--- src/rtl/mod_count_sampler_if.sv ---
// Bundle of the sampler's data-side signals: the raw ripple count and clear
// request going in, the filtered count, step/wrap pulses, step total and
// error flag coming out.
interface mod_count_sampler_if #(
  parameter int N       = 5,
  parameter int TOTAL_W = 16
);
  localparam int W = $clog2(N);

  logic [W-1:0]       count_i;
  logic               clear_i;
  logic [W-1:0]       stable_count_o;
  logic               step_o;
  logic               wrap_o;
  logic [TOTAL_W-1:0] total_o;
  logic               err_o;

  modport master (
    output count_i, clear_i,
    input  stable_count_o, step_o, wrap_o, total_o, err_o
  );

  modport slave (
    input  count_i, clear_i,
    output stable_count_o, step_o, wrap_o, total_o, err_o
  );
endinterface

--- src/rtl/mod_count_sampler.sv ---
// Samples the output of an asynchronous mod-N ripple counter into the clk_i
// domain. A two-flop synchronizer plus a history register form a glitch
// filter: only a value seen unchanged on two consecutive edges is acted on.
// Accepted +1 advances pulse step_o (and wrap_o on N-1 -> 0) and bump a
// running total; skipped or out-of-range counts raise a sticky error.
module mod_count_sampler #(
  parameter int N       = 5,
  parameter int TOTAL_W = 16
) (
  input  logic               clk_i,
  input  logic               rst_ni,
  mod_count_sampler_if.slave bus
);
  localparam int W = $clog2(N);
  localparam logic [W-1:0] LAST_CNT = W'(N - 1);
  localparam logic [W:0]   MODULUS  = (W + 1)'(N);

  // Successor of a legal count in the mod-N sequence.
  function automatic logic [W-1:0] mod_succ(input logic [W-1:0] c);
    return (c == LAST_CNT) ? '0 : c + W'(1);
  endfunction

  logic [W-1:0]       s1_q, s1_d;
  logic [W-1:0]       s2_q, s2_d;
  logic [W-1:0]       s3_q, s3_d;
  logic [W-1:0]       stable_q, stable_d;
  logic               step_q, step_d;
  logic               wrap_q, wrap_d;
  logic [TOTAL_W-1:0] total_q, total_d;
  logic               err_q, err_d;

  logic               qualified;
  logic               in_range;

  // Synchronizer chain and history tap; s1 -> s2 is a straight wire.
  always_comb begin
    s1_d = bus.count_i;
    s2_d = s1_q;
    s3_d = s2_q;
  end

  // Synchronizer / history registers.
  always_ff @(posedge clk_i or negedge rst_ni) begin
    if (!rst_ni) begin
      s1_q <= '0;
      s2_q <= '0;
      s3_q <= '0;
    end else begin
      s1_q <= s1_d;
      s2_q <= s2_d;
      s3_q <= s3_d;
    end
  end

  assign qualified = (s2_q == s3_q);
  assign in_range  = ({1'b0, s2_q} < MODULUS);

  // Classify a qualified sample against the current stable count; clear
  // overrides the total and error results but not the count or pulses.
  always_comb begin
    stable_d = stable_q;
    step_d   = 1'b0;
    wrap_d   = 1'b0;
    total_d  = total_q;
    err_d    = err_q;

    if (qualified) begin
      if (!in_range) begin
        err_d = 1'b1;
      end else if (s2_q == stable_q) begin
        stable_d = stable_q;
      end else if (s2_q == mod_succ(stable_q)) begin
        stable_d = s2_q;
        step_d   = 1'b1;
        wrap_d   = (stable_q == LAST_CNT);
        total_d  = total_q + TOTAL_W'(1);
      end else begin
        stable_d = s2_q;
        err_d    = 1'b1;
      end
    end

    if (bus.clear_i) begin
      total_d = '0;
      err_d   = 1'b0;
    end
  end

  // Output registers.
  always_ff @(posedge clk_i or negedge rst_ni) begin
    if (!rst_ni) begin
      stable_q <= '0;
      step_q   <= 1'b0;
      wrap_q   <= 1'b0;
      total_q  <= '0;
      err_q    <= 1'b0;
    end else begin
      stable_q <= stable_d;
      step_q   <= step_d;
      wrap_q   <= wrap_d;
      total_q  <= total_d;
      err_q    <= err_d;
    end
  end

  assign bus.stable_count_o = stable_q;
  assign bus.step_o         = step_q;
  assign bus.wrap_o         = wrap_q;
  assign bus.total_o        = total_q;
  assign bus.err_o          = err_q;
endmodule

--- src/flat_wrapper.sv ---
// flat-port wrapper written by rule: the top's interface ports become plain ports
module mod_count_sampler_flat 
#(
  parameter int N       = 5,
  parameter int TOTAL_W = 16
)
  (clk_i, rst_ni, bus_count_i, bus_clear_i, bus_stable_count_o, bus_step_o, bus_wrap_o, bus_total_o, bus_err_o);
  mod_count_sampler_if #(.N(N), .TOTAL_W(TOTAL_W)) bus_i ();
  input  logic clk_i;
  input  logic rst_ni;
  input wire logic [$bits(bus_i.count_i)-1:0] bus_count_i;
  input wire logic [$bits(bus_i.clear_i)-1:0] bus_clear_i;
  output wire logic [$bits(bus_i.stable_count_o)-1:0] bus_stable_count_o;
  output wire logic [$bits(bus_i.step_o)-1:0] bus_step_o;
  output wire logic [$bits(bus_i.wrap_o)-1:0] bus_wrap_o;
  output wire logic [$bits(bus_i.total_o)-1:0] bus_total_o;
  output wire logic [$bits(bus_i.err_o)-1:0] bus_err_o;
  assign bus_i.count_i = bus_count_i;
  assign bus_i.clear_i = bus_clear_i;
  assign bus_stable_count_o = bus_i.stable_count_o;
  assign bus_step_o = bus_i.step_o;
  assign bus_wrap_o = bus_i.wrap_o;
  assign bus_total_o = bus_i.total_o;
  assign bus_err_o = bus_i.err_o;
  mod_count_sampler #(.N(N), .TOTAL_W(TOTAL_W)) u_core (.clk_i(clk_i), .rst_ni(rst_ni), .bus(bus_i));
endmodule
--- config.mk ---
export PLATFORM = sky130hd
export DESIGN_NAME = mod_count_sampler_flat
export DESIGN_NICKNAME = d
export VERILOG_FILES = /design/src/rtl/mod_count_sampler_if.sv /design/src/rtl/mod_count_sampler.sv /design/src/flat_wrapper.sv
export SDC_FILE = /design/constraint.sdc
export NUM_CORES = 1
export LEC_CHECK = 0
export CAP_MARGIN = 20
export CELL_PAD_IN_SITES_DETAIL_PLACEMENT = 0
export CELL_PAD_IN_SITES_GLOBAL_PLACEMENT = 1
export CORE_MARGIN = 2
export CORE_UTILIZATION = 40
export DETAILED_ROUTE_END_ITERATION = 10
export GPL_TIMING_DRIVEN = 0
export PLACE_DENSITY = 0.81
export SLEW_MARGIN = 20
export SYNTH_ARGS = -nofsm -noshare
export SYNTH_HDL_FRONTEND = slang
export SYNTH_SLANG_ARGS = --single-unit
export TNS_END_PERCENT = 30
--- constraint.sdc ---
create_clock -name clk_i -period 2.4 [get_ports clk_i]
set_input_delay 0.24 -clock clk_i [delete_from_list [all_inputs] [get_ports clk_i]]
set_output_delay 0.24 -clock clk_i [all_outputs]
set_load 0.05 [all_outputs]
==> flow_results.org <==
** Run status
- Outcome :: finished with violations
- Failing checks :: hold timing

** Synth
- Averaged over all synthesized cells, the footprint is 10.0 µm².
- During synthesis, Yosys emitted a total of 0 warnings.
- Synthesis produced a netlist whose cell count is about 160.
- After synthesis, the netlist uses 33 different library cells.
- Number of flip-flops and latches in the synthesized netlist :: 31
- The mapped netlist covers ~0.0016 mm².
- Proportion of synthesized chip area in sequential cells :: 48.7%
- Syn_nets :: between 150 and 200

** Placed design
- DPL Wire Length :: roughly 2400 µm
- During placement, the flow inserted port buffers numbering 26.
- Routability-driven placement congestion ratio :: around 0.79
- Setup Slack @ Placement :: -2.91 ps

** Critical path
- Critical-path cell list :: inv_1 > ha_1 > nor3b_2 > o21a_1 > o211ai_1 > buf_2 > nor4_1 > mux2_1
- Maximum fanout along the worst path :: 10
- Endpoint class of the critical path :: flip-flop
- For the worst setup path, the data required time is between 2000 and 3000 ps.
- In this design, the stage delay of the slowest critical-path cell is a little over 400 ps.
- The critical path is of the reg2reg type.
- Category of cells accounting for the largest share of critical-path delay :: simple AND/OR/NAND/NOR gates
- Buffers and inverters on the worst path :: 2
- The worst setup path is launched from a flip-flop.
- For this design, the slowest cell found on the critical path is dfrtp_1.
- At the worst endpoint, the arrival time is approximately 2500 ps.

** Global route
- Overall routing resource usage :: 17.7%
- Via count of the first global-routing pass :: 1225
- Entering global routing, the biggest net connects 32 pins.
- The number of antenna violations at the first check in global routing came to 0.
- Grt total ovfl :: 0
- Global-route wire length before repair :: 5820 µm

** STA
- Final setup skew :: ~4.3 ps
- Final-report setup violation count :: 0
- Transition time at the pin with the least slew margin :: a little over 700 ps
- Number of pins with negative max-slew slack in the final report :: 0
- The hold violation count in the final report was 7.
- Min setup slack post-route :: roughly 110 ps
- Across all hold checks on the routed design, the worst slack comes to -11.1 ps.
- The worst pin sits at a relative slew slack of 52.0%.
- The worst path in the final design needs a cycle of about 2300 ps, including I/O delays and setup.
- Setup TNS after final layout :: 0 ps
- Max Clk Rate :: between 400 and 500 MHz
- Period utilisation layout :: between 90% and 100%

** Detailed routing
- Total via count after detailed routing :: 1308
- Once detail routing completed, the nets flagged for antenna violations numbered 0.
- Average routed wire per standard cell :: between 10 and 15 µm
- 1st-pass router iterations :: 4
- Via-per-instance ratio :: 5.43
- For this run, design rule violations remaining after detail routing come to 0.
- The routed design has approximately 3400 µm of wire.
- In this run, the number of DRC markers left after iteration 0 of detailed routing was 29.

** Finish
- The repair_antennas step left the layout with diodes totalling 0.
- For this run, the post-layout net count is ~200.
- Total area of multi-input combinational cells :: 796 µm²
- Counting the fill cells in the layout gives 364.
- Area used by sequential logic in the layout :: about 780 µm²
- Of the cells placed in the final design, the portion with a size suffix greater than 1 is between 10 and 15%.
- From synthesis to final layout, the design area changed by 27.7%.

** Pwr
- The analysis attributes to cell leakage a power of ~0.0008 µW.
- Overall power consumption :: around 1300 µW
- Worst IR Drop VDD :: between 300 and 400 µV
- In this run the power density over the cells is ~640 mW/mm².

** Floorplan
- The floorplan step set the die height to about 67 µm.
- The die covers around 0.0045 mm².
- Rows :: 22
- Core Footprint :: between 0.003 and 0.004 mm²
- For this configuration, the core starts out at a cell density of between 40 and 50%.
- During I/O placement, the number of pins put on the boundary was 28.
- Horizontal extent of the die :: about 67 µm

** Clocking
- The clock passes through at most 2 buffers.
- After clock tree synthesis, the flow added hold-fix buffers numbering 0.
- The tree is rooted in a clkbuf_8.
- Clock-pin slew on the worst setup and hold paths :: roughly 70 ps
- Clock tree sinks :: 31
- The H-tree was split into 2 levels.
- Clock insertion delay at the later pin of the skew report :: 290 ps
- Counting the buffers created by CTS gives 5.
- TritonCTS built the clock tree.

** Run
- Across the run, the number of max-cap violations was 0.

** Hold path
- The tightest min-delay check is of the in2async type.
[cell usage after synthesis]
library cell  number  area [µm²]
dfrtp_1           31         776
nor2_1            15        56.3
nor2b_1           14        87.6
mux2_1            13         146
nand2_1           10        37.5
nand3_1            9        45.0
nor3_1             9        45.0
xnor2_1            7        61.3
a21oi_1            6        30.0
clkbuf_1           6        22.5
nor4_1             5        31.3
nand4_1            4        25.0
o21ai_0            4        20.0
ha_1               3        37.5
inv_1              3        11.3
and3_1             2        12.5
o21a_1             2        15.0
a31oi_1            1        6.26
and4_1             1        8.76
buf_2              1        5.00
buf_6              1        11.3
nand3b_1           1        7.51
nor3b_1            1        7.51
nor4b_2            1        15.0
o211ai_1           1        7.51
o31ai_1            1        7.51
o41a_1             1        11.3
o41ai_1            1        8.76
or2_1              1        6.26
or2_2              1        6.26
or3_1              1        6.26
or3b_1             1        8.76
or4_1              1        7.51
[layer usage]
metal,global-route usage [%],up-vias,share of wire [%]
met5,0,-,0
met4,7.65,0,1.6
met3,5.41,6,4.3
met2,27.0,25,48
met1,23.1,655,46
li1,-,622,-
[cell families after synthesis]
kind of cell	after synthesis	share of synthesized area (%)
flops	31	48.7
compound gates	17	6.68
fa+ha+maj	3	2.36
simple gates	77	26.0
buf+inv	11	3.14
mux	13	9.20
xor+xnor	7	3.85
[area by class of cell]
type	count	area share (%)
multi-input cells	117	39.2
flip-flops and latches	31	38.2
repair buffers	26	12.6
clock buffers	5	3.39
well taps	48	2.96
plain buffers	8	1.97
clock inverters	3	1.17
inverters	3	0.554
[layout by cell type, fill, tap and decap left out, drive strengths merged, types with 2 or more instances in the layout]
cell type,n
a21oi,6
and3,2
buf,3
clkbuf,11
clkdlybuf4s50,25
clkinvlp,2
dfrtp,31
ha,3
inv,4
mux2,13
nand2,10
nand3,9
nand4,4
nor2,15
nor2b,14
nor3,9
nor4,5
o21a,2
o21ai,4
or2,2
xnor2,7
[worst paths after layout]
check / depth (start not counted) / startpoint / slack (ps) / to
worst max-delay path: 8 / u_core.bus.stable_count_o[1]$_DFFE_PN0P_ / 110 / u_core.bus.total_o[12]$_DFFE_PN0P_
worst min-delay path: 1 / rst_ni / -10 / u_core.bus.stable_count_o[1]$_DFFE_PN0P_
worst max register to register: 8 / u_core.bus.stable_count_o[1]$_DFFE_PN0P_ / 110 / u_core.bus.total_o[12]$_DFFE_PN0P_
worst min register to register: 0 / u_core.s1_q[2]$_DFF_PN0_ / 350 / u_core.s2_q[2]$_DFF_PN0_
max in group asynchronous: 1 / rst_ni / 1930 / u_core.bus.stable_count_o[0]$_DFFE_PN0P_
min in group clk_i: 0 / u_core.s1_q[2]$_DFF_PN0_ / 350 / u_core.s2_q[2]$_DFF_PN0_
[flip-flops by register name, summed over array words and instances (netlist names)]
| signal | cells |
|---|---|
| u_core.bus.err_o | 1 |
| u_core.bus.stable_count_o | 3 |
| u_core.bus.step_o | 1 |
| u_core.bus.total_o | 16 |
| u_core.bus.wrap_o | 1 |
| u_core.s1_q | 3 |
| u_core.s2_q | 3 |
| u_core.s3_q | 3 |
[metrics by stage]
stage	hold WS [ps]	cell area (µm²)	util (%)	std cells
floorplan	-55.6	1590	-	159
detailed placement	329	1910	51.0	233
global placement	334	1910	51.1	233
finish	-11.1	2030	54.3	241
global route	48.5	2030	54.3	241
CTS	17.7	2010	53.8	241
[report_power, final]
group / switching (µW) / total, µW / internal, µW
clock network: 219 / 426 / 207
registers: 33.5 / 581 / 548
logic: 186 / 294 / 108
total: 439 / 1300 / 863
[what timing repair did]
action / 4_1_cts / 5_1_grt
buffers inserted: 0 / 0
endpoints found under the setup margin: 2 / 9
gates resized for setup: 2 / 5
pin swaps: 0 / 0
Note: power is estimated with default switching activity, not from simulation.
==> RTL change, RTL diff (same flow settings) <==
`N` is set to 5 in 3 places; all go to 10.
--- a/src/rtl/mod_count_sampler_if.sv
+++ b/src/rtl/mod_count_sampler_if.sv
@@ -3,5 +3,5 @@
 // error flag coming out.
 interface mod_count_sampler_if #(
-  parameter int N       = 5,
+  parameter int N       = 10,
   parameter int TOTAL_W = 16
 );
--- a/src/rtl/mod_count_sampler.sv
+++ b/src/rtl/mod_count_sampler.sv
@@ -5,5 +5,5 @@
 // running total; skipped or out-of-range counts raise a sticky error.
 module mod_count_sampler #(
-  parameter int N       = 5,
+  parameter int N       = 10,
   parameter int TOTAL_W = 16
 ) (
--- a/src/flat_wrapper.sv
+++ b/src/flat_wrapper.sv
@@ -2,5 +2,5 @@
 module mod_count_sampler_flat 
 #(
-  parameter int N       = 5,
+  parameter int N       = 10,
   parameter int TOTAL_W = 16
 )
Ports: changed (resized bus_count_i and bus_stable_count_o); port bits go from 28 to 30. The function was not compared with the original's and may differ.
==> RTL change against the unedited design <==
  * Utilization decreased by 2.5 points
  * Sequential cell count up 4
  * Wire length up 9.7%
  * Synthesized area grew 19%
  * Setup slack gained 0.013 ns
  * Final area is 18% higher
  * Critical path depth down 1
  * Non-clock buffer count up 9
  * Synthesized cell count up 7.5%
  * Critical path type unchanged
Power is not compared: it rests on default switching activity, and its combinational part moved more than twofold at a synthesized area within 25%.
==> RTL change: results (changes against the unedited design) <==
| Metric | Value |
|---|---|
| Post-synthesis xor/xnor area fraction | 0.0463 (+0.00780) |
| Drt pass-1 iters | 4 (unchanged) |
| Final wirelength | 3740 um (+9.7%) |
| Nets | 219 (+9.0%) |
| Initial antenna violation count | 0 (unchanged) |
| PortBufs | 29 (+12%) |
| Hold Crit Class | reg -> reg |
| Placed insts | 255 (+9.4%) |
| Number of gates resized after CTS | 0 (-2) |
| Synth top area cells | dfrtp_1, mux2_2, nor2b_1, nor4_2, xor2_1 |
| Post-synthesis net count | 179 (+6.5%) |
| Critical Path Fanout Max | 8 (-2) |
| Top delay family on crit path | compound AO/OA/AOI/OAI gates |
| Skew final | 0.00726 ns (+0.00301 ns) |
| Via-to-Cell Ratio | 5.29 (-2.6%) |
| Vias in the first global route | 1335 (+9.0%) |
| Clock Power Share | 0.254 |
| CP max stage delay | 0.39 ns (-0.02 ns) |
| Status | finished clean |
| Pwr Density | 727 nW/um2 |
| Mean Syn Cell Area | 11.1 um2 (+10%) |
| Filler cells | 437 (+20%) |
| CP max-delay cell | dfrtp_1 |
| Clk slew on worst S/H paths | 0.08 ns |
| Clk buf depth | 2 (unchanged) |
| Seq/Total Area, Yosys | 0.463 (-0.0242) |
| GRT Total Usage | 0.161 (-0.0162) |
| Post-DP Area | 2270 um2 (+19%) |
| Pin count of the biggest net entering global routing | 21 (-34%) |
| Post-synthesis adder-cell area fraction | 0.00662 (-0.0170) |
| Top FF cell, synth | dfrtp_1 |
| Worst Max-Slew Pin Slew | 0.510 ns (-0.201 ns) |
| Global-route wire length before repair | 6490 um (+12%) |
| Synth top cells by count | dfrtp_1, nor2_1, nor2b_1 |
| Total number of vias | 1406 (+7.5%) |
| HPWL after DPL | 2680 um (+11%) |
| Global placement routability congestion | 0.745 (-6.0%) |
| Hold_buf cts | 1 (+1) |
| H-tree depth | 2 (unchanged) |
| Fraction of layout cells with a size suffix above 1 | 0.184 (+0.0803) |
| DR iter-0 viols | 116 (+300%) |
| Setup WS pre-CTS | 0.0598 ns (+0.0627 ns) |
| Compound-Gate Fraction of Synth Area | 0.0675 (+0.000681) |
| Post-synthesis mux area share | 0.0966 (+0.00464) |
| Netlist cell types | 39 (+18%) |
| Area added between synthesis and finish | 26.7% |
RTL change: cells by family (layout without fill, tap and decap cells):
logic type | count (synthesis) | in the layout
compound gates | 16 | 16
xor+xnor | 10 | 10
fa+ha+maj | 1 | 1
buf+inv | 17 | 58
flops | 35 | 35
mux | 16 | 16
simple gates | 76 | 76
RTL change: worst register-to-register path, stage by stage, from the launching register on:
cell	delay [ns]
dfrtp_1	0.39
buf_6	0.14
nand2b_1	0.14
a311oi_1	0.33
o2111ai_2	0.24
buf_4	0.22
nor4b_1	0.32
mux2_2	0.37
RTL change: final timing paths:
path / slack (ns) / endpoint / depth (start not counted) / from
setup / recovery: 0.12 / u_core.bus.total_o[3] / 7 / u_core.bus.stable_count_o[0]
min in group asynchronous: 0.41 / u_core.bus.wrap_o / 2 / rst_ni
hold reg to reg: 0.35 / u_core.s2_q[2] / 0 / u_core.s1_q[2]
hold / removal: 0.35 / u_core.s2_q[2] / 0 / u_core.s1_q[2]
max in group asynchronous: 1.55 / u_core.s3_q[3] / 3 / rst_ni
setup reg to reg: 0.12 / u_core.bus.total_o[3] / 7 / u_core.bus.stable_count_o[0]
RTL change: layer usage:
layer  global-route usage  vias to the layer above  wire length (um)
met1                0.226                      689              1810
met2                0.238                       20              1770
met3               0.0414                        6                85
li1                     -                      691                 -
met5                    0                        -                 0
met4               0.0617                        0                65
RTL change: area by class of cell:
| type | instances | area share |
|---|---|---|
| multi-input cells | 119 | 0.384 |
| flip-flops and latches | 35 | 0.366 |
| repair buffers | 33 | 0.141 |
| plain buffers | 10 | 0.0313 |
| clock buffers | 5 | 0.0287 |
| well taps | 54 | 0.0282 |
| inverters | 7 | 0.0110 |
| clock inverters | 3 | 0.00993 |
